[src/rtl/pacman_death_sequencer.sv]
// Death / respawn / game-over sequencer for Pacman: sequences the death animation,
// strikes a heart, respawns the movers and covers them with a READY pause and invulnerability.
module pacman_death_sequencer #(
  parameter int unsigned DEATH_FRAMES   = 64,
  parameter int unsigned RESPAWN_FRAMES = 32,
  parameter int unsigned INVULN_FRAMES  = 96,
  parameter int unsigned START_LIVES    = 3
) (
  input  logic       clk,
  input  logic       resetN,
  input  logic       startOfFrame,
  input  logic       collision,
  input  logic       newGame,
  output logic       strike,
  output logic       respawn,
  output logic       freeze,
  output logic       invulnerable,
  output logic [2:0] deathAnimFrame,
  output logic [1:0] livesLeft,
  output logic       gameOver
);

  typedef enum logic [2:0] {
    PLAY,
    DYING,
    STRIKE,
    RESPAWN,
    READY,
    INVULN,
    GAME_OVER
  } state_e;

  localparam logic [7:0] DEATH_LAST   = 8'(DEATH_FRAMES - 1);
  localparam logic [7:0] RESPAWN_LAST = 8'(RESPAWN_FRAMES - 1);
  localparam logic [7:0] INVULN_LAST  = 8'(INVULN_FRAMES - 1);
  localparam logic [1:0] LIVES_INIT   = 2'(START_LIVES);

  state_e     state_q, state_d;
  logic [7:0] frame_cnt_q, frame_cnt_d;
  logic [1:0] lives_q, lives_d;
  logic       entry_q, entry_d;

  logic       strike_q, strike_d;
  logic       respawn_q, respawn_d;
  logic       freeze_q, freeze_d;
  logic       invuln_q, invuln_d;
  logic       game_over_q, game_over_d;
  logic [2:0] anim_q, anim_d;

  logic       count_en;
  logic [7:0] frame_cnt_inc;

  // A frame pulse landing on the first cycle of a state is not counted.
  assign count_en      = startOfFrame && !entry_q;
  assign frame_cnt_inc = (frame_cnt_q == 8'hFF) ? frame_cnt_q : frame_cnt_q + 8'd1;

  always_comb begin
    // NOTE: every variable gets a default before the case so no path leaves one unassigned (no latches).
    state_d     = state_q;
    frame_cnt_d = frame_cnt_q;
    lives_d     = lives_q;

    unique case (state_q)
      PLAY: begin
        if (collision) begin
          state_d     = DYING;
          frame_cnt_d = 8'd0;
        end
      end
      DYING: begin
        if (count_en) begin
          frame_cnt_d = frame_cnt_inc;
          if (frame_cnt_q == DEATH_LAST) begin
            state_d = STRIKE;
            lives_d = (lives_q == 2'd0) ? 2'd0 : lives_q - 2'd1;
          end
        end
      end
      STRIKE: begin
        state_d = (lives_q == 2'd0) ? GAME_OVER : RESPAWN;
      end
      RESPAWN: begin
        state_d     = READY;
        frame_cnt_d = 8'd0;
      end
      READY: begin
        if (count_en) begin
          if (frame_cnt_q == RESPAWN_LAST) begin
            state_d     = INVULN;
            frame_cnt_d = 8'd0;
          end else begin
            frame_cnt_d = frame_cnt_inc;
          end
        end
      end
      INVULN: begin
        if (count_en) begin
          if (frame_cnt_q == INVULN_LAST) begin
            state_d     = PLAY;
            frame_cnt_d = 8'd0;
          end else begin
            frame_cnt_d = frame_cnt_inc;
          end
        end
      end
      GAME_OVER: state_d = GAME_OVER;
      default:   state_d = PLAY;
    endcase

    // Restart overrides everything, including a pending strike.
    if (newGame) begin
      state_d     = READY;
      frame_cnt_d = 8'd0;
      lives_d     = LIVES_INIT;
    end

    entry_d = (state_d != state_q) || newGame;

    // Outputs are decoded from the next state so they come straight out of flops.
    strike_d    = (state_d == STRIKE);
    respawn_d   = (state_d == RESPAWN) || newGame;
    freeze_d    = (state_d != PLAY) && (state_d != INVULN);
    invuln_d    = (state_d != PLAY);
    game_over_d = (state_d == GAME_OVER);
    if (state_d != DYING)            anim_d = 3'd0;
    else if (frame_cnt_d > 8'd63)    anim_d = 3'd7;
    else                             anim_d = frame_cnt_d[5:3];
  end

  // NOTE: sequential state uses non-blocking assignments so all flops update from pre-edge values.
  always_ff @(posedge clk or negedge resetN) begin
    if (!resetN) begin
      state_q     <= PLAY;
      frame_cnt_q <= 8'd0;
      lives_q     <= LIVES_INIT;
      entry_q     <= 1'b0;
      strike_q    <= 1'b0;
      respawn_q   <= 1'b0;
      freeze_q    <= 1'b0;
      invuln_q    <= 1'b0;
      game_over_q <= 1'b0;
      anim_q      <= 3'd0;
    end else begin
      state_q     <= state_d;
      frame_cnt_q <= frame_cnt_d;
      lives_q     <= lives_d;
      entry_q     <= entry_d;
      strike_q    <= strike_d;
      respawn_q   <= respawn_d;
      freeze_q    <= freeze_d;
      invuln_q    <= invuln_d;
      game_over_q <= game_over_d;
      anim_q      <= anim_d;
    end
  end

  assign strike         = strike_q;
  assign respawn        = respawn_q;
  assign freeze         = freeze_q;
  assign invulnerable   = invuln_q;
  assign deathAnimFrame = anim_q;
  assign livesLeft      = lives_q;
  assign gameOver       = game_over_q;

endmodule

[config.mk]
export PLATFORM = sky130hd
export DESIGN_NAME = pacman_death_sequencer
export DESIGN_NICKNAME = d
export VERILOG_FILES = /design/src/rtl/pacman_death_sequencer.sv
export SDC_FILE = /design/constraint.sdc
export NUM_CORES = 1
export LEC_CHECK = 0
export BUFFER_PORTS_ARGS = -buffer_cell sky130_fd_sc_hd__clkbuf_2
export CAP_MARGIN = 20
export CORE_UTILIZATION = 44
export DETAILED_ROUTE_END_ITERATION = 7
export PLACE_DENSITY_LB_ADDON = 0.3
export SYNTH_ARGS = -nofsm -noshare
export SYNTH_HDL_FRONTEND = slang
export SYNTH_SLANG_ARGS = --single-unit
[constraint.sdc]
create_clock -name clk -period 6.34 [get_ports clk]
set_input_delay 0.317 -clock clk [delete_from_list [all_inputs] [get_ports clk]]
set_output_delay 0.317 -clock clk [all_outputs]
set_load 0.005 [all_outputs]
==> flow_summary.ini <==
[sta]
slew_viol_final = 0
finClkSkew_ps = 10.3
relSlewSlack_pct = 57.7
tightest_slew_ps = 630
timing.final.ws_setup_ps = 4120
finalCritPeriodShare_pct = 35.0
setup_viol_count_final = 0
rsz0062_at_grt = false
finalHoldViolCount = 0
setup_tns_ps = 0
fmax_mhz = 451
final.min_clock_period_ps = 2220

[power_and_ir_drop]
p_per_area_mw_per_mm2 = 168
leakage_nw = 0.579
peakVddDrop_mv = 0.132

[floorplanning]
initial_core_util_pct = 46.6
row_count = 19
die-area_mm2 = 0.00316
die_y_um = 56.3
pin_count = 15
die_width_um = 56.3
core_area_mm2 = 0.00278

[drt]
route.met3.wl_um = 152
dr_wl_met2_mm = 1.39
routed_wl_mm = 2.90
highest_layer = met4
wire_per_inst_um = 15.8
route.detailed.drc = 0
via_per_inst = 6.34
first_pass_iters = 4
drt_iter0_drc = 59
via_count = 1166
final_antenna_net_count = 0
m1WireLength_mm = 1.32

[synth]
yosysUniqueCellTypes = 48
yosysSeqAreaShare_pct = 42.7
ys_warn_count = 0
synth_top_cell_by_area = dfrtp_1
synthCells = 143
syn_area_mm2 = 0.00129
synth_edf_count = 0
async_flop_share_pct = 100
postSynthNetCount = 149
synth_seq_cells = 22
synth_area_leaders = dfrtp_1, nand2_1, dfstp_2, nor2_1, mux2i_1
syn_area_per_cell_um2 = 9.06
yosysTopAreaCellShare_pct = 38.6
ys.flop_type = dfrtp_1

[clocking]
path_clk_slew_ps = 130
cts_buffers = 3
cts_setup_buffers = 0
cts_tree = done
clock-sinks = 22
cts.htree.levels = 1
post_cts_resized = 0
worstSkewPairLatency_ps = 320
cts-root-buf = clkbuf_4
cts_buffer_depth = 2
postCtsHoldBufs = 1

[placed_design]
port_buffers = 14
dpl.hpwl_mm = 2.09
placed_cells = 179
place_ws_ps = 4160
place_congestion = 0.885

[critical_path]
crit_required_ps = 6600
crit_type = reg2reg
slowest_stage = or4_1
cp-end-kind = flip-flop
cp_cell_sequence = ha_1, and2_2, a41oi_2, or4_1, a2111o_1, a31oi_1
cp.arrival_ps = 2480
ff2ff_setup_slack_ps = 4120
setup.worst_path.start_class = flip-flop
crit_family = compound AO/OA/AOI/OAI gates
crit_buf_inv = 0
path_max_fanout = 6
cpPeakStageDelay_ps = 520

[cells_and_area]
multiInputGateArea_um2 = 678
num-fill-cells = 270
fin_nets = 160
final_cells = 184
antenna_cells = 0
syn_to_final_growth_pct = 8.50
drive_above_1_share_pct = 17.6
ff_latch_area_um2 = 553

[global_route]
grt_pass1_vias = 1007
antenna_found_initial = 0
track_usage_pct = 19.5
grt_max_degree = 23
grt_pass1_wl_mm = 4.80
overflow = 0

[job]
cap_violations = 0

[worst_hold_path]
worst_hold_path_type = in2reg

[run_status]
status = completed
==> cells by family after synthesis <==
family / count (synthesis) / synth area share, %
compound gates: 39 / 22.1
fa+ha+maj: 1 / 0.966
flops: 22 / 42.7
buf+inv: 14 / 4.93
simple gates: 62 / 25.3
mux: 5 / 3.96
==> cell usage in the layout, fill, tap and decap left out, drive strengths merged, types with 3 or more instances in the layout <==
cell,synthesis,layout
a21oi,6,6
a31oi,3,3
clkbuf,4,18
dfrtp,20,20
inv,5,5
mux2i,4,4
nand2,15,15
nand2b,3,3
nand3,3,3
nand4,3,3
nor2,14,14
nor3,7,7
nor3b,5,5
o21ai,7,7
==> Yosys cell counts, types with 3 or more instances <==
cell type / count
a21oi_1: 6
nor3_1: 7
nand4_1: 3
nand3_1: 3
a31oi_1: 3
nor2_1: 13
nor3b_1: 5
nand2b_1: 3
mux2i_1: 4
dfrtp_1: 20
clkbuf_1: 4
inv_1: 5
o21ai_0: 5
nand2_1: 15
buf_2: 3
==> worst paths after layout <==
check	from	endpoint	cells after the start
setup / recovery	frame_cnt_q[0]	deathAnimFrame[2]	6
hold / removal	newGame	frame_cnt_q[4]	2
setup reg to reg	frame_cnt_q[0]	deathAnimFrame[2]	6
hold reg to reg	livesLeft[1]	livesLeft[0]	2
max in group asynchronous	resetN	livesLeft[1]	2
min in group asynchronous	resetN	frame_cnt_q[7]	2
==> state kept, by name (all words and copies together) (netlist names) <==
register / cells
entry_q: 1
frame_cnt_q: 8
state_q: 3
gameOver: 1
livesLeft: 2
respawn: 1
strike: 1
freeze: 1
invulnerable: 1
deathAnimFrame: 3
==> report_power, final <==
group / internal [mW] / total (mW) / switching, mW
Sequential: 0.142 / 0.142 / 0.000853
Clock: 0.0352 / 0.0807 / 0.0455
Combinational: 0.00441 / 0.0122 / 0.00783
Total: 0.181 / 0.235 / 0.0542
==> cell type report <==
type                            instances  area share [%]
Multi-Input combinational cell        107            48.3
Sequential cell                        22            39.4
Timing Repair Buffer                   15            5.70
Tap cell                               31            2.76
Clock buffer                            4            2.58
Inverter                                5            1.34
==> layer usage <==
layer | track usage [%] | vias to the layer above
li1 | - | 553
met1 | 28.7 | 571
met2 | 29.4 | 37
met3 | 4.15 | 5
met4 | 4.88 | 0
met5 | 0 | -
==> per-stage QoR <==
step	power [mW]	cell area, µm²	util, %	hold WS, ps
after floorplan	0.151	1290	-	21.4
after global placement	0.157	1360	48.9	328
after detailed placement	0.157	1360	48.9	340
after CTS	0.237	1410	50.5	385
after global routing	0.244	1410	50.5	393
final	0.235	1410	50.5	387
==> worst register-to-register path, stage by stage (launching register included) <==
cell and delay, ps:
dfrtp_1 400, ha_1 270, and2_2 220, a41oi_2 130, or4_1 520, a2111o_1 470, a31oi_1 150
No activity file was read; power rests on OpenSTA's default activity.
